**src/rtl/ps2_rx_frame.sv**
```systemverilog
// PS/2 device-to-host frame receiver running on the system clock: synchronises and
// deglitches the bus, decodes start/data/parity/stop and reports code or error pulses.
`timescale 1ns/1ps
module ps2_rx_frame #(
    parameter int DATA_BITS      = 8,
    parameter int SYNC_STAGES    = 2,
    parameter int FILTER_LEN     = 4,
    parameter int TIMEOUT_CYCLES = 50000
) (
    input  logic                 clk,
    input  logic                 rst_n,
    input  logic                 ps2c,
    input  logic                 ps2d,
    input  logic                 en,
    output logic [DATA_BITS-1:0] data_out,
    output logic                 data_valid,
    output logic                 parity_err,
    output logic                 frame_err,
    output logic                 timeout_err,
    output logic                 busy
);

    localparam int BCW = $clog2(DATA_BITS + 1);
    localparam int TCW = (TIMEOUT_CYCLES > 1) ? $clog2(TIMEOUT_CYCLES) : 1;
    localparam int FCW = $clog2(FILTER_LEN + 1);

    localparam logic [BCW-1:0] BIT_LAST  = BCW'(DATA_BITS - 1);
    localparam logic [BCW-1:0] BIT_ONE   = BCW'(1);
    localparam logic [BCW-1:0] BIT_ZERO  = BCW'(0);
    localparam logic [TCW-1:0] TO_LAST   = TCW'(TIMEOUT_CYCLES - 1);
    localparam logic [TCW-1:0] TO_ONE    = TCW'(1);
    localparam logic [TCW-1:0] TO_ZERO   = TCW'(0);
    localparam logic [FCW-1:0] FILT_LAST = FCW'(FILTER_LEN - 1);
    localparam logic [FCW-1:0] FILT_ONE  = FCW'(1);
    localparam logic [FCW-1:0] FILT_ZERO = FCW'(0);

    typedef enum logic [1:0] {
        S_IDLE   = 2'd0,
        S_DATA   = 2'd1,
        S_PARITY = 2'd2,
        S_STOP   = 2'd3
    } state_t;

    // Odd parity holds when data plus parity bit carry an odd number of ones.
    function automatic logic odd_parity_ok(input logic [DATA_BITS-1:0] d, input logic p);
        odd_parity_ok = ^{d, p};
    endfunction

    logic [SYNC_STAGES-1:0] c_sync_r;
    logic [SYNC_STAGES-1:0] d_sync_r;
    logic                   c_s;
    logic                   d_s;
    logic                   filt_c_r;
    logic                   filt_prev_r;
    logic [FCW-1:0]         filt_cnt_r;
    logic                   fall_s;

    state_t                 state_r;
    logic [BCW-1:0]         bit_cnt_r;
    logic [TCW-1:0]         to_cnt_r;
    logic [DATA_BITS-1:0]   shift_r;
    logic [DATA_BITS-1:0]   shift_nxt_s;
    logic                   par_r;
    logic [DATA_BITS-1:0]   data_out_r;
    logic                   data_valid_r;
    logic                   parity_err_r;
    logic                   frame_err_r;
    logic                   timeout_err_r;
    logic                   busy_r;

    // Two-line synchroniser chains, idle-high after reset.
    always_ff @(posedge clk or negedge rst_n) begin
        if (!rst_n) begin
            c_sync_r <= {SYNC_STAGES{1'b1}};
            d_sync_r <= {SYNC_STAGES{1'b1}};
        end else begin
            c_sync_r <= {c_sync_r[SYNC_STAGES-2:0], ps2c};
            d_sync_r <= {d_sync_r[SYNC_STAGES-2:0], ps2d};
        end
    end

    assign c_s = c_sync_r[SYNC_STAGES-1];
    assign d_s = d_sync_r[SYNC_STAGES-1];

    // Clock deglitcher: follow the synchronised clock only after FILTER_LEN differing samples.
    always_ff @(posedge clk or negedge rst_n) begin
        if (!rst_n) begin
            filt_c_r    <= 1'b1;
            filt_prev_r <= 1'b1;
            filt_cnt_r  <= FILT_ZERO;
        end else begin
            filt_prev_r <= filt_c_r;
            if (c_s != filt_c_r) begin
                if (filt_cnt_r == FILT_LAST) begin
                    filt_c_r   <= c_s;
                    filt_cnt_r <= FILT_ZERO;
                end else begin
                    filt_c_r   <= filt_c_r;
                    filt_cnt_r <= filt_cnt_r + FILT_ONE;
                end
            end else begin
                filt_c_r   <= filt_c_r;
                filt_cnt_r <= FILT_ZERO;
            end
        end
    end

    assign fall_s = filt_prev_r & ~filt_c_r;

    // New data bits enter at the top so the first bit ends up in bit 0.
    generate
        if (DATA_BITS > 1) begin : g_shift_wide
            assign shift_nxt_s = {d_s, shift_r[DATA_BITS-1:1]};
        end else begin : g_shift_one
            assign shift_nxt_s = d_s;
        end
    endgenerate

    // Frame FSM with timeout; all outputs and pulses are registered here.
    always_ff @(posedge clk or negedge rst_n) begin
        if (!rst_n) begin
            state_r       <= S_IDLE;
            bit_cnt_r     <= BIT_ZERO;
            to_cnt_r      <= TO_ZERO;
            shift_r       <= {DATA_BITS{1'b0}};
            par_r         <= 1'b0;
            data_out_r    <= {DATA_BITS{1'b0}};
            data_valid_r  <= 1'b0;
            parity_err_r  <= 1'b0;
            frame_err_r   <= 1'b0;
            timeout_err_r <= 1'b0;
            busy_r        <= 1'b0;
        end else begin
            data_valid_r  <= 1'b0;
            parity_err_r  <= 1'b0;
            frame_err_r   <= 1'b0;
            timeout_err_r <= 1'b0;
            if (!en) begin
                state_r   <= S_IDLE;
                busy_r    <= 1'b0;
                bit_cnt_r <= BIT_ZERO;
                to_cnt_r  <= TO_ZERO;
            end else if (fall_s) begin
                to_cnt_r <= TO_ZERO;
                case (state_r)
                    S_IDLE: begin
                        bit_cnt_r <= BIT_ZERO;
                        if (!d_s) begin
                            state_r <= S_DATA;
                            busy_r  <= 1'b1;
                        end else begin
                            state_r <= S_IDLE;
                            busy_r  <= 1'b0;
                        end
                    end
                    S_DATA: begin
                        shift_r   <= shift_nxt_s;
                        bit_cnt_r <= bit_cnt_r + BIT_ONE;
                        busy_r    <= 1'b1;
                        if (bit_cnt_r == BIT_LAST) begin
                            state_r <= S_PARITY;
                        end else begin
                            state_r <= S_DATA;
                        end
                    end
                    S_PARITY: begin
                        par_r   <= d_s;
                        state_r <= S_STOP;
                        busy_r  <= 1'b1;
                    end
                    S_STOP: begin
                        state_r      <= S_IDLE;
                        busy_r       <= 1'b0;
                        bit_cnt_r    <= BIT_ZERO;
                        frame_err_r  <= ~d_s;
                        parity_err_r <= ~odd_parity_ok(shift_r, par_r);
                        if (d_s && odd_parity_ok(shift_r, par_r)) begin
                            data_out_r   <= shift_r;
                            data_valid_r <= 1'b1;
                        end else begin
                            data_out_r   <= data_out_r;
                            data_valid_r <= 1'b0;
                        end
                    end
                    default: begin
                        state_r   <= S_IDLE;
                        busy_r    <= 1'b0;
                        bit_cnt_r <= BIT_ZERO;
                    end
                endcase
            end else if (state_r != S_IDLE) begin
                // A fall in the expiry cycle is handled above, so it always beats the timeout.
                if (to_cnt_r == TO_LAST) begin
                    timeout_err_r <= 1'b1;
                    state_r       <= S_IDLE;
                    busy_r        <= 1'b0;
                    bit_cnt_r     <= BIT_ZERO;
                    to_cnt_r      <= TO_ZERO;
                end else begin
                    to_cnt_r <= to_cnt_r + TO_ONE;
                end
            end else begin
                to_cnt_r <= TO_ZERO;
            end
        end
    end

    assign data_out    = data_out_r;
    assign data_valid  = data_valid_r;
    assign parity_err  = parity_err_r;
    assign frame_err   = frame_err_r;
    assign timeout_err = timeout_err_r;
    assign busy        = busy_r;

endmodule

```
**config.mk**
```make
export PLATFORM = sky130hd
export DESIGN_NAME = ps2_rx_frame
export DESIGN_NICKNAME = d
export VERILOG_FILES = /design/src/rtl/ps2_rx_frame.sv
export SDC_FILE = /design/constraint.sdc
export NUM_CORES = 1
export LEC_CHECK = 0
export ABC_CLOCK_PERIOD_IN_PS = 2590
export CORE_ASPECT_RATIO = 0.7
export CORE_MARGIN = 2
export CORE_UTILIZATION = 30
export DETAILED_ROUTE_END_ITERATION = 10
export DONT_BUFFER_PORTS = 1
export PLACE_DENSITY = 0.46
export SYNTH_ARGS = -nofsm -noshare
export SYNTH_HDL_FRONTEND = slang
export SYNTH_SLANG_ARGS = --single-unit
```
**constraint.sdc**
```tcl
create_clock -name clk -period 2.59 [get_ports clk]
set_clock_uncertainty 0.2 [all_clocks]
set_input_delay 0.259 -clock clk [delete_from_list [all_inputs] [get_ports clk]]
set_output_delay 0.259 -clock clk [all_outputs]
set_load 0.1 [all_outputs]
```
* Yosys cells after proc, flatten, opt, wreduce, memory -nomap -nowiden
Cells that the tools add are included.
Storage, ports and cells: bits in registers 53, bits of input ports 5, output and inout port bits 13
Cells by class: add/sub/neg operators 3, eq/ne operators 10, mux-type cells 38, bitwise logic cells 4, reductions and logical operators 12
Operators by type and width (number):
- $mux W16 | 4
- $mux W1 | 20
- $add A16 B1 Y16 const B | 1
- $eq A16 B16 Y1 const B | 1
- $mux W4 | 4
- $mux W2 | 5
- $reduce_and A3 Y1 | 3
- $reduce_xor A9 Y1 | 1
- $pmux W2 S4 | 1
- $pmux W4 S2 | 1
- $mux W3 | 2
- $ne A3 B1 Y1 const B | 2
- $add A4 B1 Y4 const B | 1
- $eq A2 B2 Y1 const B | 2
- $eq A4 B3 Y1 const B | 1
- $ne A4 B3 Y1 const B | 1
- $reduce_and A2 Y1 | 2
- $reduce_and A4 Y1 | 1
- $reduce_or A2 Y1 | 2
- $add A3 B1 Y3 const B | 1
- $eq A3 B2 Y1 const B | 1
- $not A1 Y1 | 3
- $pmux W1 S3 | 1
- $eq A2 B1 Y1 const B | 1
- 5 further kinds | 5

* Longest topological paths before layout
word-level depth 6, gate-level depth with buffers 6, depth with buffers taken out 6

* Least setup slack after synthesis
No wires, ideal clock.
kind reg2reg, start point register shift_r[2], end point register data_out_r[0] (netlist: data_out[0]), arrival 1.722 ns, setup slack 0.543 ns, stages on the path, launching flop included 6, path buffers 0, period minus slack after synthesis 2.047 ns, cells stage by stage dfrtp_1 xor2_1 xnor2_1 xnor2_2 mux2i_4 mux2_2
On the way: longest elaborated chain between the ends 3
Ends and longest elaborated chain:
- start, declared | line 61 | logic [DATA_BITS-1:0] shift_r;
- start signal, assigned | line 125 | shift_r <= {DATA_BITS{1'b0}};
- start signal, assigned | line 157 | shift_r <= shift_nxt_s;
- $reduce_xor A9 Y1 | line 46 | odd_parity_ok = ^{d, p};
- $logic_and A1 B1 Y1 | line 177 | if (d_s && odd_parity_ok(shift_r, par_r)) begin
- $reduce_and A4 Y1 (no line)
- end signal, assigned | line 127 | data_out_r <= {DATA_BITS{1'b0}};
- end signal, assigned | line 178 | data_out_r <= shift_r;
- end signal, assigned | line 181 | data_out_r <= data_out_r;
- end, declared | line 64 | logic [DATA_BITS-1:0] data_out_r;
Every way passes these cells. A chain may end at the register's enable or synchronous reset.

* Worst setup path in the final report
start point register shift_r[2], end point register data_out_r[6] (netlist: data_out[6])
The elaborated chain is that of the path after synthesis.

==> reports/results.txt <==
The number of cells on the worst reg-to-reg path was 5; the cell area after synthesis was 2332 um^2. For the proportion of power drawn by the clock network, the log shows 29.5%. In this run the clock root is driven by a clkbuf_8.

The overall die width works out to 109.4 um. After synthesis the netlist holds a flip-flop and latch count of 53. Detailed routing inserted a total of 1334 vias. Measured against its own limit, the worst slew margin works out to 39.05%. In this run the number of H-tree levels came out at 2.

For this run, the post-layout net count is 218. After floorplanning, the core was sized to cover 7417 um^2. The layout has 746 filler cells. The final cycle utilization of the critical path was 85.32%; the proportion of power drawn by combinational gates was 15.4%. The initial utilization of the core area, before any placement, comes to 31.44%. For the total nets after synthesis, the log shows 207. The library cells used most frequently in the layout, excluding fill and tap cells, are 47 x dfrtp_1, 20 x nor2_1, 17 x nand2_1, 17 x mux2_2, 13 x xor2_1. The class of the most critical hold timing path is register to register.

Global routing used 10.55% of the available tracks. The number of different library cells used by synthesis comes to 31. The critical path's slowest cell was mux2i_4. The number of sinks driven by the clock tree is 53. The number of flops mapped to enable cells by yosys came out at 0. In the final layout, the multi-input gates occupy 968.4 um^2. The area of the die is 8507 um^2. The maximum clock insertion buffer count is 2. Traced cell by cell, the critical path runs through xor2_1 > xnor2_1 > xnor2_2 > mux2i_4 > mux2_2.

For the number of search-and-repair iterations in the first detailed-routing pass, the log shows 4. The worst-case IR drop observed on VDD is 186.1 uV. At the worst endpoint, the arrival time is 2200 ps. The worst setup path is launched from a register. The worst setup path is captured at a register. In this run the remaining antenna-violating nets after routing total 0. The maximum number of pins on one net before global-route repair was 54.

For the detailed-route DRC error count, the log shows 0. The total power of the final layout was 1.703 mW; the initial DRC count was 53. The tools report the share of total power in sequential cells as 55.0%. The number of global-route vias before repair is 1376, and the clock slew seen by the registers of the worst setup and hold paths is 90 ps. The routed design could run at a clock period as short as 2210 ps.

The tools report the launching element of the worst setup path as shift_r[2]. The fraction of synthesis flops using an asynchronous set or reset pin is 100.0%. For the number of antenna violations at the first check in global routing, the log shows 0. The ratio of total power to cell area is 648.1 nW/um^2.

The logs give 2580 ps for the worst endpoint required time and 0 for the number of max-cap violations. The run gives 305 as the non-filler instance count after layout. The clock latency on the worst-skew pair was 300 ps; the total negative slack was 0 ps.

Along the worst path, the maximum fanout reaches 8. Grouping stages by cell kind, the critical path spends the most delay in multiplexers. Among all flip-flop cells after synthesis, the most frequent one is dfrtp_1. The count of input and output buffers works out to 0.

The Yosys warning count is 0, and the number of buffer and inverter stages on the critical path is 0. The worst hold path begins at d_sync_r[0]. Leaving out fill and tap cells, the most frequent cell in the layout is dfrtp_1. The analysis attributes to net switching a power of 0.4639 mW.

Worst slack on hold paths: 159.7 ps. The logs give 380 ps for the worst setup slack for register-to-register paths and 0 for the final count of pins violating max slew. The number of cells upsized or downsized after cts was 0; the die outline height was 77.77 um. The HPWL reported at the end of detailed placement was 2.695 mm. Once the clock tree was built, the setup fixing pass inserted 0 buffers. The cell-internal power is 1.239 mW, and the post-cts hold buffer count is 5.

The number of endpoints failing setup at the final stage was 0; the maximum frequency from static timing analysis was 452.5 MHz. Averaged over all synthesized cells, the footprint is 11.96 um^2. The logs give 6.920 mm for the global-route wire length before repair and 0 for the hold violation count in the final report.

For this run, the slowest stage of the critical path takes 450 ps. The final wirelength was 3.970 mm; the global route total overflow was 0. After detailed routing, the average wire length per cell comes to 13.02 um. Net switching is 27.24% of the power.

The launch point of the worst reg-to-reg path was shift_r[2]. For the I/O pin count, the log shows 18. The path type of the worst setup path is register to register. For the pin with the worst max-slew slack, the measured transition is 914.2 ps. The tools report the global placement routability congestion as 0.7110. The static leakage was 1.182 nW. Setup repair after global routing left no endpoint under its margin. After detailed placement, the design holds a cell count of 292. The critical path crosses 5 cells after its start point. Sequential elements use 57.19% of the synthesized area. TritonCTS built the clock tree.

The number of standard-cell rows in the floorplan was 26; the instance count of the mapped netlist was 195. The flow ran to the end, and the final reports show no timing, DRC or antenna violations. Counting instances, the worst hold path has a depth of 0.

Across the whole layout, storage elements account for 1334 um^2. The per-cell via count in the routed design is 4.374. Counting the buffers created by CTS gives 5. The post-route netlist has 18.36% of its cells at a drive strength greater than 1. The repair_antennas step left the layout with diodes totalling 0. Relative to the synthesized area, the layout overhead comes to 12.66%.
==> final cells by class <==
class	instances	share of cell area, %
clock buffers	7	3.667
clock inverters	1	0.1905
inverters	5	0.7143
multi-input cells	134	36.86
flip-flops and latches	53	50.76
well taps	98	4.667
repair buffers	7	3.143
==> routing by layer <==
layer | part of all wire [%] | global-route usage, %
met1 | 56 | 16.01
met2 | 39 | 13.77
met3 | 4.0 | 3.361
met4 | 1.5 | 3.797
met5 | 0 | 0
==> registers in the layout (all words and copies together), names as in the netlist, 2 cells and up <==
name        flops
filt_cnt_r      3
d_sync_r        2
bit_cnt_r       4
shift_r         8
state_r         2
to_cnt_r       16
data_out        8
c_sync_r        2
==> final timing paths <==
| kind | endpoint |
|---|---|
| worst max-delay path | data_out[6] |
| worst min-delay path | d_sync_r[1] |
| worst max register to register | data_out[6] |
| worst min register to register | d_sync_r[1] |
| max in group asynchronous | filt_c_r |
| min in group asynchronous | to_cnt_r[9] |
==> metrics by stage <==
stage	utilization, %	worst slack (ps)	cell area [um^2]
after CTS	35.43	357.1	2628
after global placement	33.15	387.9	2459
final	35.43	380.3	2628
after detailed placement	33.15	381.9	2459
after global routing	35.43	267.7	2628
after floorplan	-	542.6	2332
==> power by group through the flow <==
stage / clock [mW] / sequential [mW] / combinational, mW
2_1_floorplan: 0 / 0.977 / 0.169
3_3_place_gp: 0 / 0.954 / 0.242
3_5_place_dp: 0 / 0.955 / 0.241
4_1_cts: 0.525 / 0.938 / 0.270
5_1_grt: 0.560 / 0.947 / 0.301
6_report: 0.503 / 0.937 / 0.263
==> cells by family (layout without fill, tap and decap cells) <==
| family | count (synthesis) | count (layout) | share of synthesized area [%] |
|---|---|---|---|
| AND/OR/NAND/NOR | 70 | 70 | 15.40 |
| flip-flops | 53 | 53 | 57.19 |
| XOR/XNOR | 24 | 24 | 9.335 |
| multiplexers | 18 | 18 | 9.174 |
| AO/OA/AOI/OAI | 15 | 15 | 3.863 |
| buffers and inverters | 8 | 20 | 1.288 |
| adder cells (fa/ha/maj) | 7 | 7 | 3.755 |
==> cell usage after synthesis, drive strengths merged, types with 2 or more instances <==
master / n / area share [%]
o21ai: 9 / 1.9
and4: 4 / 1.5
mux2: 17 / 8.2
nand4: 5 / 1.3
nand2: 17 / 2.7
dfstp: 6 / 6.8
nor4b: 2 / 0.75
inv: 5 / 0.80
xnor2: 11 / 4.5
ha: 7 / 3.8
a21oi: 2 / 0.43
clkbuf: 3 / 0.48
xor2: 13 / 4.9
nor2b: 3 / 0.80
and3b: 2 / 0.75
and3: 3 / 0.80
nand3: 7 / 1.5
nor3: 2 / 0.43
nor2: 20 / 3.2
dfrtp: 47 / 50
(Power assumes the default switching activity.)
